$ cat config.mk
export PLATFORM = sky130hd
export DESIGN_NAME = conv_seq_ctrl
export DESIGN_NICKNAME = d
export VERILOG_FILES = /design/src/rtl/conv_pkg.sv /design/src/rtl/conv_tap_delay.sv /design/src/rtl/conv_seq_ctrl.sv
export SDC_FILE = /design/constraint.sdc
export NUM_CORES = 1
export LEC_CHECK = 0
export ABC_CLOCK_PERIOD_IN_PS = 3000
export BUFFER_PORTS_ARGS = -buffer_cell sky130_fd_sc_hd__buf_4
export CAP_MARGIN = 25
export CORE_UTILIZATION = 54
export DETAILED_ROUTE_END_ITERATION = 6
export PLACE_DENSITY_LB_ADDON = 0.25
export SETUP_SLACK_MARGIN = 0.5
export SYNTH_ARGS = -nofsm -noshare
export SYNTH_HDL_FRONTEND = slang
export SYNTH_SLANG_ARGS = --single-unit
export TNS_END_PERCENT = 5
$ cat constraint.sdc
create_clock -name i_clk -period 3 [get_ports i_clk]
set_input_delay 0.6 -clock i_clk [delete_from_list [all_inputs] [get_ports i_clk]]
set_output_delay 0.6 -clock i_clk [all_outputs]
set_load 0.02 [all_outputs]
$ cat src/rtl/conv_pkg.sv
`default_nettype none
// ============================================================================
//  Module      : conv_pkg
//  Description : Shared sizing helpers and strobe bundle type for the
//                convolution block, its sequencer and its BRAM instances.
//  Revision    : 1.0  initial release
// ============================================================================
package conv_pkg;

    // Output grid side length for a square feature map and kernel.
    function automatic int calc_out_size(input int fm, input int k, input int p, input int s);
        return ((fm - k + 2 * p) / s) + 1;
    endfunction

    // Bits needed to index n items; never narrower than one bit so that
    // degenerate sizes still give a legal vector.
    function automatic int addr_width(input int n);
        return (n <= 1) ? 1 : $clog2(n);
    endfunction

    // Per-tap control flags carried alongside the BRAM read.
    typedef struct packed {
        logic pad;
        logic mac_en;
        logic mac_clr;
        logic out_valid;
    } tap_strb_t;

endpackage
`default_nettype wire

$ cat src/rtl/conv_tap_delay.sv
`default_nettype none
// ============================================================================
//  Module      : conv_tap_delay
//  Description : Fixed-depth shift register that re-times per-tap control
//                so it lines up with BRAM read data. Shifts every cycle;
//                a zero word entering the head acts as a bubble.
//  Ports       : i_clk    clock
//                i_rst_n  asynchronous active-low reset
//                i_d      word entering the pipe this cycle
//                o_q      word that entered DEPTH cycles ago
//  Revision    : 1.0  initial release
// ============================================================================
module conv_tap_delay #(
    parameter int WIDTH = 8,
    parameter int DEPTH = 1
) (
    input  logic             i_clk,
    input  logic             i_rst_n,
    input  logic [WIDTH-1:0] i_d,
    output logic [WIDTH-1:0] o_q
);

    logic [DEPTH-1:0][WIDTH-1:0] pipe_q;
    logic [DEPTH-1:0][WIDTH-1:0] pipe_d;

    always_comb begin
        pipe_d    = pipe_q;
        pipe_d[0] = i_d;
        for (int i = 1; i < DEPTH; i++) begin
            pipe_d[i] = pipe_q[i-1];
        end
    end

    always_ff @(posedge i_clk or negedge i_rst_n) begin
        if (!i_rst_n) begin
            pipe_q <= '0;
        end else begin
            pipe_q <= pipe_d;
        end
    end

    assign o_q = pipe_q[DEPTH-1];

endmodule
`default_nettype wire

$ cat src/rtl/conv_seq_ctrl.sv
`default_nettype none
// ============================================================================
//  Module      : conv_seq_ctrl
//  Description : Tap sequencer for conv_blk. Walks the output grid and the
//                kernel window one tap per cycle, issues feature-map and
//                weight BRAM addresses, and emits MAC strobes aligned with
//                the BRAM read data. Taps falling in the zero border are
//                flagged so the datapath substitutes zero.
//  Ports       : i_clk, i_rst_n       clock, async active-low reset
//                i_go                 frame start (sampled in IDLE)
//                i_stall              hold address issue this cycle
//                o_busy, o_done       RUN/DRAIN status, end-of-frame pulse
//                o_rd_en              read strobe for both BRAMs
//                o_fm_addr, o_w_addr  row-major read addresses
//                o_pad, o_mac_en,     strobes aligned with read data
//                o_mac_clr, o_out_valid
//                o_out_row, o_out_col output coordinate (with o_out_valid)
//  Revision    : 1.0  initial release
// ============================================================================
module conv_seq_ctrl
    import conv_pkg::*;
#(
    parameter  int KERNEL_SIZE  = 3,
    parameter  int FM_SIZE      = 8,
    parameter  int PADDING      = 0,
    parameter  int STRIDE       = 1,
    parameter  int BRAM_LATENCY = 1,
    localparam int OUT_SIZE     = calc_out_size(FM_SIZE, KERNEL_SIZE, PADDING, STRIDE),
    localparam int FA_W         = addr_width(FM_SIZE * FM_SIZE),
    localparam int WA_W         = addr_width(KERNEL_SIZE * KERNEL_SIZE),
    localparam int OC_W         = addr_width(OUT_SIZE)
) (
    input  logic            i_clk,
    input  logic            i_rst_n,
    input  logic            i_go,
    input  logic            i_stall,
    output logic            o_busy,
    output logic            o_done,
    output logic            o_rd_en,
    output logic [FA_W-1:0] o_fm_addr,
    output logic [WA_W-1:0] o_w_addr,
    output logic            o_pad,
    output logic            o_mac_en,
    output logic            o_mac_clr,
    output logic            o_out_valid,
    output logic [OC_W-1:0] o_out_row,
    output logic [OC_W-1:0] o_out_col
);

    localparam logic [1:0] ST_IDLE  = 2'd0;
    localparam logic [1:0] ST_RUN   = 2'd1;
    localparam logic [1:0] ST_DRAIN = 2'd2;
    localparam logic [1:0] ST_DONE  = 2'd3;

    localparam int KC_W   = addr_width(KERNEL_SIZE);
    localparam int DC_W   = addr_width(BRAM_LATENCY);
    localparam int STRB_W = $bits(tap_strb_t) + 2 * OC_W;

    logic [1:0]      state_q, state_d;
    logic [KC_W-1:0] kc_q, kc_d;
    logic [KC_W-1:0] kr_q, kr_d;
    logic [OC_W-1:0] oc_q, oc_d;
    logic [OC_W-1:0] orow_q, orow_d;
    logic [DC_W-1:0] drain_q, drain_d;

    logic issue;
    logic kc_last, kr_last, oc_last, orow_last, tap_last;
    int   in_y, in_x, fm_lin, w_lin;
    logic in_bounds;

    tap_strb_t         strb_in, strb_out;
    logic [OC_W-1:0]   row_in, col_in;
    logic [STRB_W-1:0] dly_in, dly_out;

    assign issue     = (state_q == ST_RUN) && !i_stall;
    assign kc_last   = (kc_q == KC_W'(KERNEL_SIZE - 1));
    assign kr_last   = (kr_q == KC_W'(KERNEL_SIZE - 1));
    assign oc_last   = (oc_q == OC_W'(OUT_SIZE - 1));
    assign orow_last = (orow_q == OC_W'(OUT_SIZE - 1));
    assign tap_last  = kc_last && kr_last && oc_last && orow_last;

    // Input-plane coordinate of the current tap. Evaluated as 32-bit signed
    // so taps left of / above the map come out negative.
    always_comb begin
        in_y      = int'(orow_q) * STRIDE + int'(kr_q) - PADDING;
        in_x      = int'(oc_q) * STRIDE + int'(kc_q) - PADDING;
        in_bounds = (in_y >= 0) && (in_y < FM_SIZE) && (in_x >= 0) && (in_x < FM_SIZE);
        fm_lin    = in_y * FM_SIZE + in_x;
        w_lin     = int'(kr_q) * KERNEL_SIZE + int'(kc_q);
    end

    // Frame state and tap counters (kc fastest, then kr, oc, row).
    always_comb begin
        state_d = state_q;
        kc_d    = kc_q;
        kr_d    = kr_q;
        oc_d    = oc_q;
        orow_d  = orow_q;
        drain_d = drain_q;
        case (state_q)
            ST_IDLE: begin
                if (i_go) begin
                    state_d = ST_RUN;
                    kc_d    = '0;
                    kr_d    = '0;
                    oc_d    = '0;
                    orow_d  = '0;
                end
            end
            ST_RUN: begin
                if (issue) begin
                    if (!kc_last) begin
                        kc_d = kc_q + KC_W'(1);
                    end else begin
                        kc_d = '0;
                        if (!kr_last) begin
                            kr_d = kr_q + KC_W'(1);
                        end else begin
                            kr_d = '0;
                            if (!oc_last) begin
                                oc_d = oc_q + OC_W'(1);
                            end else begin
                                oc_d   = '0;
                                orow_d = orow_last ? '0 : orow_q + OC_W'(1);
                            end
                        end
                    end
                    if (tap_last) begin
                        state_d = ST_DRAIN;
                        drain_d = '0;
                    end
                end
            end
            ST_DRAIN: begin
                // Hold until the last read's data has left the delay line.
                if (drain_q == DC_W'(BRAM_LATENCY - 1)) begin
                    state_d = ST_DONE;
                end else begin
                    drain_d = drain_q + DC_W'(1);
                end
            end
            ST_DONE: begin
                state_d = ST_IDLE;
            end
            default: begin
                state_d = ST_IDLE;
            end
        endcase
    end

    always_ff @(posedge i_clk or negedge i_rst_n) begin
        if (!i_rst_n) begin
            state_q <= ST_IDLE;
            kc_q    <= '0;
            kr_q    <= '0;
            oc_q    <= '0;
            orow_q  <= '0;
            drain_q <= '0;
        end else begin
            state_q <= state_d;
            kc_q    <= kc_d;
            kr_q    <= kr_d;
            oc_q    <= oc_d;
            orow_q  <= orow_d;
            drain_q <= drain_d;
        end
    end

    // Everything entering the delay line is qualified by issue, so a stall
    // cycle pushes an all-zero bubble.
    always_comb begin
        strb_in.pad       = issue && !in_bounds;
        strb_in.mac_en    = issue;
        strb_in.mac_clr   = issue && (kc_q == '0) && (kr_q == '0);
        strb_in.out_valid = issue && kc_last && kr_last;
        row_in            = strb_in.out_valid ? orow_q : '0;
        col_in            = strb_in.out_valid ? oc_q : '0;
    end

    assign dly_in = {strb_in, row_in, col_in};

    conv_tap_delay #(
        .WIDTH (STRB_W),
        .DEPTH (BRAM_LATENCY)
    ) u_tap_delay (
        .i_clk   (i_clk),
        .i_rst_n (i_rst_n),
        .i_d     (dly_in),
        .o_q     (dly_out)
    );

    assign strb_out  = dly_out[STRB_W-1 -: $bits(tap_strb_t)];
    assign o_out_row = dly_out[2*OC_W-1 -: OC_W];
    assign o_out_col = dly_out[OC_W-1:0];

    assign o_pad       = strb_out.pad;
    assign o_mac_en    = strb_out.mac_en;
    assign o_mac_clr   = strb_out.mac_clr;
    assign o_out_valid = strb_out.out_valid;

    assign o_busy    = (state_q == ST_RUN) || (state_q == ST_DRAIN);
    assign o_done    = (state_q == ST_DONE);
    assign o_rd_en   = issue;
    assign o_fm_addr = (issue && in_bounds) ? FA_W'(fm_lin) : '0;
    assign o_w_addr  = issue ? WA_W'(w_lin) : '0;

endmodule
`default_nettype wire

# After elaboration in Yosys (flattened, before gate mapping)
# Cells that the tools add are included.
[word_totals]
register_bits = 23
latch_bits = 0
ram_bits = 0
romBits = 0
memories = 0
[classes]
addsub = 9
n_mul = 1
div_mod_pow = 0
order_cmp = 4
eq_ne = 14
shift = 0
mux = 33
bitwise_logic = 0
n_reduce_logical = 27
[ops]
columns = ["op", "count"]
rows = [
  ["$mux W3", 12],
  ["$mux W2", 10],
  ["$ne A2 B2 Y1 const B", 7],
  ["$logic_and A1 B1 Y1", 13],
  ["$pmux W3 S2", 2],
  ["$add A3 B2 Y4", 2],
  ["$eq A2 B2 Y1 const B", 4],
  ["$ge A4 B1 Y1 const B", 2],
  ["$lt A4 B4 Y1 const B", 2],
  ["$pmux W2 S2", 2],
  ["$pmux W2 S4", 1],
  ["$reduce_and A4 Y1", 2],
  ["$add A3 B1 Y3 const B", 2],
  ["$add A6 B4 Y6", 1],
  ["$eq A3 B3 Y1 const B", 2],
  ["$logic_not A2 Y1", 3],
  ["$mux W6", 1],
  ["$reduce_and A3 Y1", 2],
  ["$reduce_and A6 Y1", 1],
  ["$reduce_and A5 Y1", 1],
  ["$add A2 B1 Y2 const B", 2],
  ["$add A4 B2 Y4", 1],
  ["$mul A2 B2 Y4 const B", 1],
  ["$mux W4", 1],
  ["other kinds (7)", 11],
]

# Depth between registers and ports, before layout
# Gate-level depths: netlist of run 1.
[logic_depth]
ltp_word = 7
depth_mapped = 8
ltp_nobuf = 8

# By module
# From an unflattened synthesis of run 1, not the netlist that was laid out.
[unflattened]
cells_unflattened = 134
hier_area_um2 = 1452.6
[by_module_without_submodules]
columns = ["module", "n_inst", "cells_per_inst", "area_each_um2", "seq_area_each_um2"]
rows = [
  ["conv_seq_ctrl", 1, 124, 1202.4, 300.3],
  ["conv_tap_delay", 1, 10, 250.2, 250.2],
]

# Least setup slack after synthesis of run 1
# OpenSTA, ideal clock, no wires.
[synth_timing]
path_kind = "reg2out"
from = "register kc_q[1]"
to = "output port o_fm_addr[5]"
arrival_ns = 1.930
required_time_ns = 2.400
slack_ns = 0.470
path_stages_with_launch = 9
cell_sequence = "dfrtp_1 -> ha_1 -> a21oi_1 -> nor2_1 -> ha_1 -> ha_1 -> xor2_1 -> xnor2_1 -> nor2_1"
[synth_between]
elab_chain_len = 6
word_cells_on_any_way = 8
[synth_lines]
columns = ["item", "line", "rtl"]
rows = [
  ["start: declaration", "conv_seq_ctrl.sv:60", "logic [KC_W-1:0] kc_q, kc_d;"],
  ["start signal: assignment", "conv_seq_ctrl.sv:161", "kc_q <= kc_d;"],
  ["$add A3 B2 Y4 *", "conv_seq_ctrl.sv:86", "in_x = int'(oc_q) * STRIDE + int'(kc_q) - PADDING;"],
  ["$ge A4 B1 Y1", "conv_seq_ctrl.sv:87", "in_bounds = (in_y >= 0) && (in_y < FM_SIZE) && (in_x >= 0) && (in_x < FM_SIZE);"],
  ["$logic_and A1 B1 Y1 (2 in series)", "conv_seq_ctrl.sv:87", ""],
  ["$logic_and A1 B1 Y1", "conv_seq_ctrl.sv:204", "assign o_fm_addr = (issue && in_bounds) ? FA_W'(fm_lin) : '0;"],
  ["$mux W6 *", "conv_seq_ctrl.sv:204", ""],
  ["end: declaration", "conv_seq_ctrl.sv:40", "output logic [FA_W-1:0] o_fm_addr,"],
]
# Mark *: on every way between the ends. The rest lies on a longest branch, timed or not.

# Final worst setup path of run 1
[layout_timing]
from = "register kr_q[0]"
to = "output port o_fm_addr[5]"
[layout_between]
elab_chain_len = 7
word_cells_on_any_way = 9
[layout_lines]
columns = ["item", "line", "rtl"]
rows = [
  ["start: declaration", "conv_seq_ctrl.sv:61", "logic [KC_W-1:0] kr_q, kr_d;"],
  ["start signal: assignment", "conv_seq_ctrl.sv:162", "kr_q <= kr_d;"],
  ["$add A3 B2 Y4 *", "conv_seq_ctrl.sv:85", "in_y = int'(orow_q) * STRIDE + int'(kr_q) - PADDING;"],
  ["$ge A4 B1 Y1 or $lt A4 B4 Y1 (tied branches)", "conv_seq_ctrl.sv:87", ""],
  ["$logic_and A1 B1 Y1 (3 in series)", "conv_seq_ctrl.sv:87", ""],
  ["$logic_and A1 B1 Y1", "conv_seq_ctrl.sv:204", ""],
  ["$mux W6 *", "conv_seq_ctrl.sv:204", ""],
]
# Marked as above.

==> flow_summary.yaml, run 1 <==
floorplan:
  fp-row-count: 18
  dieArea_um2: 2820
  die_w_um: 53.1
  start_util: 0.570
  coreArea_um2: 2480
  fp.dieH_um: 53.1
  pin_count: 27
layout:
  final_nets: 199
  diodes: 0
  synthToLayoutAreaGrowth_pct: 24.5
  final_layout_size_suffix_gt1_frac: 0.299
  fillers: 183
placed_design:
  port-buffer-count: 26
  gp_congestion: 0.846
  dp_slack_ps: 409
  dpl.hpwl_mm: 2.06
job:
  maxCapViolCount: 0
timing:
  slew_violations: 0
  tightest_slew_ps: 430
  setup_viol: 0
  rsz0062_at_grt: "yes"
  period_needed_ps: 2810
  slew_headroom: 0.713
  finalHoldViolCount: 0
  min_period_over_period: 0.937
  setup_tns_ps: 0
  clock.fmax_ghz: 0.356
  worst_slack_ps: 190
  fin_skew_ps: 6.77
critical_path:
  crit_type: "reg2out"
  crit_arrival_ps: 2210
  crit_chain: "ha_2, fa_1, ha_1, xor2_1, xnor2_1, nor2_2, buf_4"
  slowest_delay_ps: 460
  reg2reg_depth: 7
  r2r_slack_ps: 950
  required_ps: 2400
  slowest_stage: "dfrtp_2"
  reg2reg_from: "state_q[1]$_DFFE_PN0P_"
  critPathLaunchType: "flip-flop"
  crit_family: "adder cells"
  rr_endpoint: "kr_q[0]$_DFFE_PN0P_"
  critPathBufInv: 1
  path_max_fanout: 4
  end_kind: "output pin"
routing:
  antenna_left: 0
  first_iter_violations: 37
  via_per_inst: 5.59
  firstDrtPassIters: 4
  drt_wl_total_mm: 2.87
  wire_per_inst_um: 14.1
  drc: 0
  num_vias: 1140
grt:
  grtUsageMet2: 0.357
  grt_pass1_vias: 962
  gr-max-usage-layer: "met2"
  grt_use_met1: 0.302
  grt_util_all_layers: 0.228
  met3_usage: 0.0603
  grt_max_degree: 23
  grt_pass1_wl_mm: 4.43
  antenna_found_initial: 0
  overflow: 0
synth:
  ys_top_cells_by_area: "dfrtp_1 (39%), ha_1 (14%), fa_1 (5.7%), inv_1 (2.9%), and2_1 (2.7%)"
  synth-edff-count: 0
  synth_nets: 165
  synth-seq-cells: 22
  synthFlopType: "dfrtp_1"
  synth_area_um2: 1410
  avgSynthCellArea_um2: 10.0
  synthCells: 141
  yosysSeqAreaShare: 0.390
  ys_warn_count: 0
  synth-async-reset-ratio: 1.00
  synth.largest_area_cell: "dfrtp_1"
  ys_types: 40
  synthDominantCellAreaShare: 0.390
clock_network:
  clockBufferDepth: 2
  clk-insertion-delay-late_ps: 320
  h-tree-depth: 1
  clock-sinks: 22
  cts_hold_buf: 0
  cts-root-buf: "clkbuf_4"
  cts_tree: "built"
  clkTransAtPathRegs_ps: 120
  cts_made_buffers: 3
status:
  outcome: "finished clean"
worst_hold_path:
  hold_path_class: "in2async"
power:
  p_leak_nw: 0.913
  p_per_area_nw_per_um2: 784
  peakVddDrop_mv: 0.661
  p_total_w: 0.00138
[timing repair]
item,4_1_cts,5_1_grt
pin swaps,4,0
setup endpoints to repair,9,10
buffers inserted,3,2
resized for setup,8,1
[state kept, by name (all words and copies together) (netlist names)]
name and count:
u_tap_delay.o_q 10, oc_q 3, kc_q 2, orow_q 3
state_q 2, kr_q 2
[stage by stage]
step	area (um2)	hold WS, ps	instances	utilization
finish	1760	141	204	0.709
global route	1760	132	204	0.709
CTS	1740	143	202	0.703
detailed placement	1640	499	195	0.662
global placement	1640	497	195	0.662
floorplan	1410	304	141	-
[worst max-delay path by stage]
stage	start	slack, ps	cells past startpoint	end
6_report	kr_q[0]$_DFFE_PN0P_	190	7	o_fm_addr[5]
5_1_grt	kc_q[1]$_DFFE_PN0P_	80	6	o_w_addr[2]
4_1_cts	kr_q[0]$_DFFE_PN0P_	190	7	o_fm_addr[5]
3_5_place_dp	kc_q[1]$_DFFE_PN0P_	410	9	o_fm_addr[5]
3_3_place_gp	kc_q[1]$_DFFE_PN0P_	460	9	o_fm_addr[5]
2_1_floorplan	kc_q[1]$_DFFE_PN0P_	490	5	o_w_addr[2]
[synthesized netlist by cell type, drive strengths merged (3+ instances only)]
cell and number:
and2 6, a21oi 4, mux2i 3, ha 16, nand3 7, fa 4
inv 11, nor3 3, nand2 12, buf 3, dfrtp 22, o21ai 4
and3 4, nand4 4, nor2 9
[cells by family (layout without fill, tap and decap cells)]
logic type	count (synthesis)	after routing	share of synthesized area
xor gates and xnor gates	3	3	0.0186
buffers and inverters	16	49	0.0470
and+or+nand+nor	56	56	0.216
adders and majority gates	20	20	0.199
DFF	22	22	0.390
AOI/OAI and AO/OA	20	20	0.0975
muxes	4	4	0.0319
[layout by cell type, fill, tap and decap left out, types with 2 or more instances in the layout]
cell / Yosys / final
and2_1: 6 / 6
nand2_1: 10 / 10
buf_4: 1 / 33
nor3_1: 3 / 3
nand4_1: 4 / 4
a21o_1: 2 / 2
o21ai_0: 4 / 4
clkbuf_4: 0 / 3
nand3_1: 7 / 7
dfrtp_2: 0 / 6
nand2b_1: 2 / 2
dfrtp_1: 22 / 16
nor2_1: 9 / 8
ha_1: 16 / 14
a21oi_1: 4 / 3
mux2i_1: 3 / 3
a2bb2oi_1: 2 / 2
inv_1: 11 / 11
fa_1: 4 / 4
and3_1: 4 / 4
o211ai_1: 2 / 2
nor2b_1: 2 / 2
nand2_2: 2 / 2
xor2_1: 2 / 2
[routing by layer]
metal,vias to the layer above,wire (um)
met5,-,0
met4,0,34
met3,4,110
met2,26,1410
met1,554,1310
li1,556,-
[area by class of cell]
type | count | area [um2] | share of cell area
well taps | 30 | 37.5 | 0.0214
clock buffers | 3 | 22.5 | 0.0128
clock inverters | 1 | 30.0 | 0.0171
multi-input cells | 103 | 816 | 0.464
inverters | 12 | 45.0 | 0.0256
repair buffers | 33 | 248 | 0.141
flip-flops and latches | 22 | 558 | 0.318
[power by group]
part / internal [W] / switching (W) / leakage, nW / total (W)
logic: 0.000350 / 0.000388 / 0.623 / 0.000738
registers: 0.000345 / 0.0000668 / 0.261 / 0.000412
clock network: 0.000135 / 0.0000920 / 0.0279 / 0.000227
No activity file was read; power rests on OpenSTA's default activity.
==> run 2: changes to the inputs <==
--- a/config.mk
+++ b/config.mk
@@ -8,7 +8,9 @@
 export ABC_CLOCK_PERIOD_IN_PS = 3000
 export BUFFER_PORTS_ARGS = -buffer_cell sky130_fd_sc_hd__buf_4
 export CAP_MARGIN = 25
-export CORE_UTILIZATION = 54
+export CELL_PAD_IN_SITES_DETAIL_PLACEMENT = 1
+export CELL_PAD_IN_SITES_GLOBAL_PLACEMENT = 1
+export CORE_UTILIZATION = 42
 export DETAILED_ROUTE_END_ITERATION = 6
 export PLACE_DENSITY_LB_ADDON = 0.25
 export SETUP_SLACK_MARGIN = 0.5
==> run 2 against run 1 <==
Worst setup slack worse by 25 ps. Design area is 5.1% higher. Via count up 6.6%. Core utilization down 12 points. Global-route usage is 1.0 points lower. Final cell count grew 11%. Clock skew grew 0.96 ps. Die area grew 27%. Count of clock-buffer cells in the layout did not move. Routed wire length rose by 34%. Combinational power up 17%.
==> flow_summary.yaml, run 2 (synthesis gave the netlist of run 1 again) <==
worst_hold_path:
  hold_path_class: "in2async"
clock_network:
  cts_made_buffers: 3
  clockBufferDepth: 2
  cts_hold_buf: 0
  clk-insertion-delay-late_ps: 310
  clock-sinks: 22
  cts_tree: "built"
  h-tree-depth: 1
  clkTransAtPathRegs_ps: 130
  cts-root-buf: "clkbuf_4"
grt:
  grt_pass1_wl_mm: 5.73
  grt_pass1_vias: 1174
  antenna_found_initial: 0
  grt_max_degree: 23
  overflow: 0
  grt_util_all_layers: 0.218
timing:
  rsz0062_at_grt: "yes"
  fin_hold_ws_ps: 146
  slew_violations: 0
  period_needed_ps: 2840
  tightest_slew_ps: 474
  slew_headroom: 0.684
  setup_viol: 0
  fin_skew_ps: 7.73
  setup_tns_ps: 0
  min_period_over_period: 0.945
  clock.fmax_ghz: 0.353
  finalHoldViolCount: 0
placed_design:
  placed_cell_area_um2: 1660
  port-buffer-count: 26
  dpl.hpwl_mm: 2.47
  gp_congestion: 0.805
critical_path:
  slowest_delay_ps: 550
  reg2reg_depth: 7
  crit_type: "reg2out"
  critPathBufInv: 2
  required_ps: 2400
  end_kind: "output pin"
  cp.depth: 6
  cp_common_cell: "fa_1"
  slowest_stage: "fa_1"
  crit_chain: "fa_1, ha_2, inv_2, fa_1, nor2_1, buf_4"
  critPathLaunchType: "flip-flop"
  path_max_fanout: 3
  crit_family: "adder cells"
  crit_arrival_ps: 2240
floorplan:
  pin_count: 27
  start_util: 0.451
  fp-row-count: 20
  coreArea_um2: 3130
  dieArea_um2: 3600
  fp.dieH_um: 60.0
  die_w_um: 60.0
routing:
  antenna_left: 0
  first_iter_violations: 32
  drc: 0
  num_vias: 1215
  wire_per_inst_um: 17.0
  firstDrtPassIters: 4
  via_per_inst: 5.38
  drt_wl_total_mm: 3.85
layout:
  diodes: 0
  final_common_cell: "buf_4"
  final_layout_size_suffix_gt1_frac: 0.346
  final_nets: 207
  largest_reg_flops: 10
  layout_common_cells: "buf_4 (40), dfrtp_1 (15), ha_1 (12)"
  synthToLayoutAreaGrowth_pct: 30.8
  finish.instance_area_um2: 1850
  fillers: 362
power:
  switching_share: 0.406
  p_total_w: 0.00150
  p_per_area_nw_per_um2: 811
  pwr-share-clk: 0.154
  peakVddDrop_mv: 0.522
  pwr-share-seq: 0.269
  p_int_w: 0.000890
  p_sw_w: 0.000608
  p_leak_nw: 0.958
  combPwrFrac: 0.577
status:
  outcome: "finished clean"
job:
  maxCapViolCount: 0
## run 2: cell count changes in the layout (fill, tap and decap cells not counted)
cell / delta
dlymetal6s2s_1: +1
dfrtp_2: +1
inv_1: -1
ha_2: +2
dfrtp_1: -1
ha_1: -2
buf_4: +7
inv_2: +1
## run 2: layout make-up
| cell class | count | area (um2) | share of cell area |
|---|---|---|---|
| clock buffers | 3 | 22.5 | 0.0122 |
| multi-input cells | 103 | 821 | 0.445 |
| clock inverters | 1 | 30.0 | 0.0163 |
| inverters | 12 | 45.0 | 0.0244 |
| repair buffers | 41 | 313 | 0.169 |
| well taps | 44 | 55.1 | 0.0298 |
| flip-flops and latches | 22 | 559 | 0.303 |
## run 2: what timing repair did
item                       4_1_cts  5_1_grt
setup endpoints to repair        9       10
setup buffers                    7        6
resized for setup                8        5
pin swaps                        3        4
## run 2: power by group through the flow
stage	Sequential, W	Combinational, W	Clock [W]
floorplan	0.000416	0.000432	0
global route	0.000409	0.000947	0.000245
detailed placement	0.000426	0.000687	0
global placement	0.000420	0.000640	0
finish	0.000402	0.000865	0.000230
CTS	0.000404	0.000770	0.000233
## run 2: layer usage
| metal | GRT usage | routed length, um |
|---|---|---|
| met1 | 0.274 | 1620 |
| met4 | 0.0365 | 46 |
| met2 | 0.383 | 2010 |
| met5 | 0 | 0 |
| met3 | 0.0519 | 172 |
## run 2: metrics by stage
stage / setup slack [ps] / std cells / util
after global routing: 57.5 / 226 / 0.590
after CTS: 174 / 220 / 0.567
after detailed placement: 392 / 209 / 0.530
after floorplan: 488 / 141 / -
final: 165 / 226 / 0.590
after global placement: 441 / 209 / 0.530
## run 2: path summary, 6_finish.rpt
kind / startpoint / end / slack (ps)
max: kr_q[0]$_DFFE_PN0P_ / o_w_addr[2] / 160
min: i_rst_n / orow_q[0]$_DFFE_PN0P_ / 150
max reg2reg: state_q[1]$_DFFE_PN0P_ / oc_q[0]$_DFFE_PN0P_ / 930
min reg2reg: orow_q[0]$_DFFE_PN0P_ / orow_q[0]$_DFFE_PN0P_ / 550
max in group asynchronous: i_rst_n / oc_q[1]$_DFFE_PN0P_ / 2610
min in group i_clk: orow_q[0]$_DFFE_PN0P_ / orow_q[0]$_DFFE_PN0P_ / 550
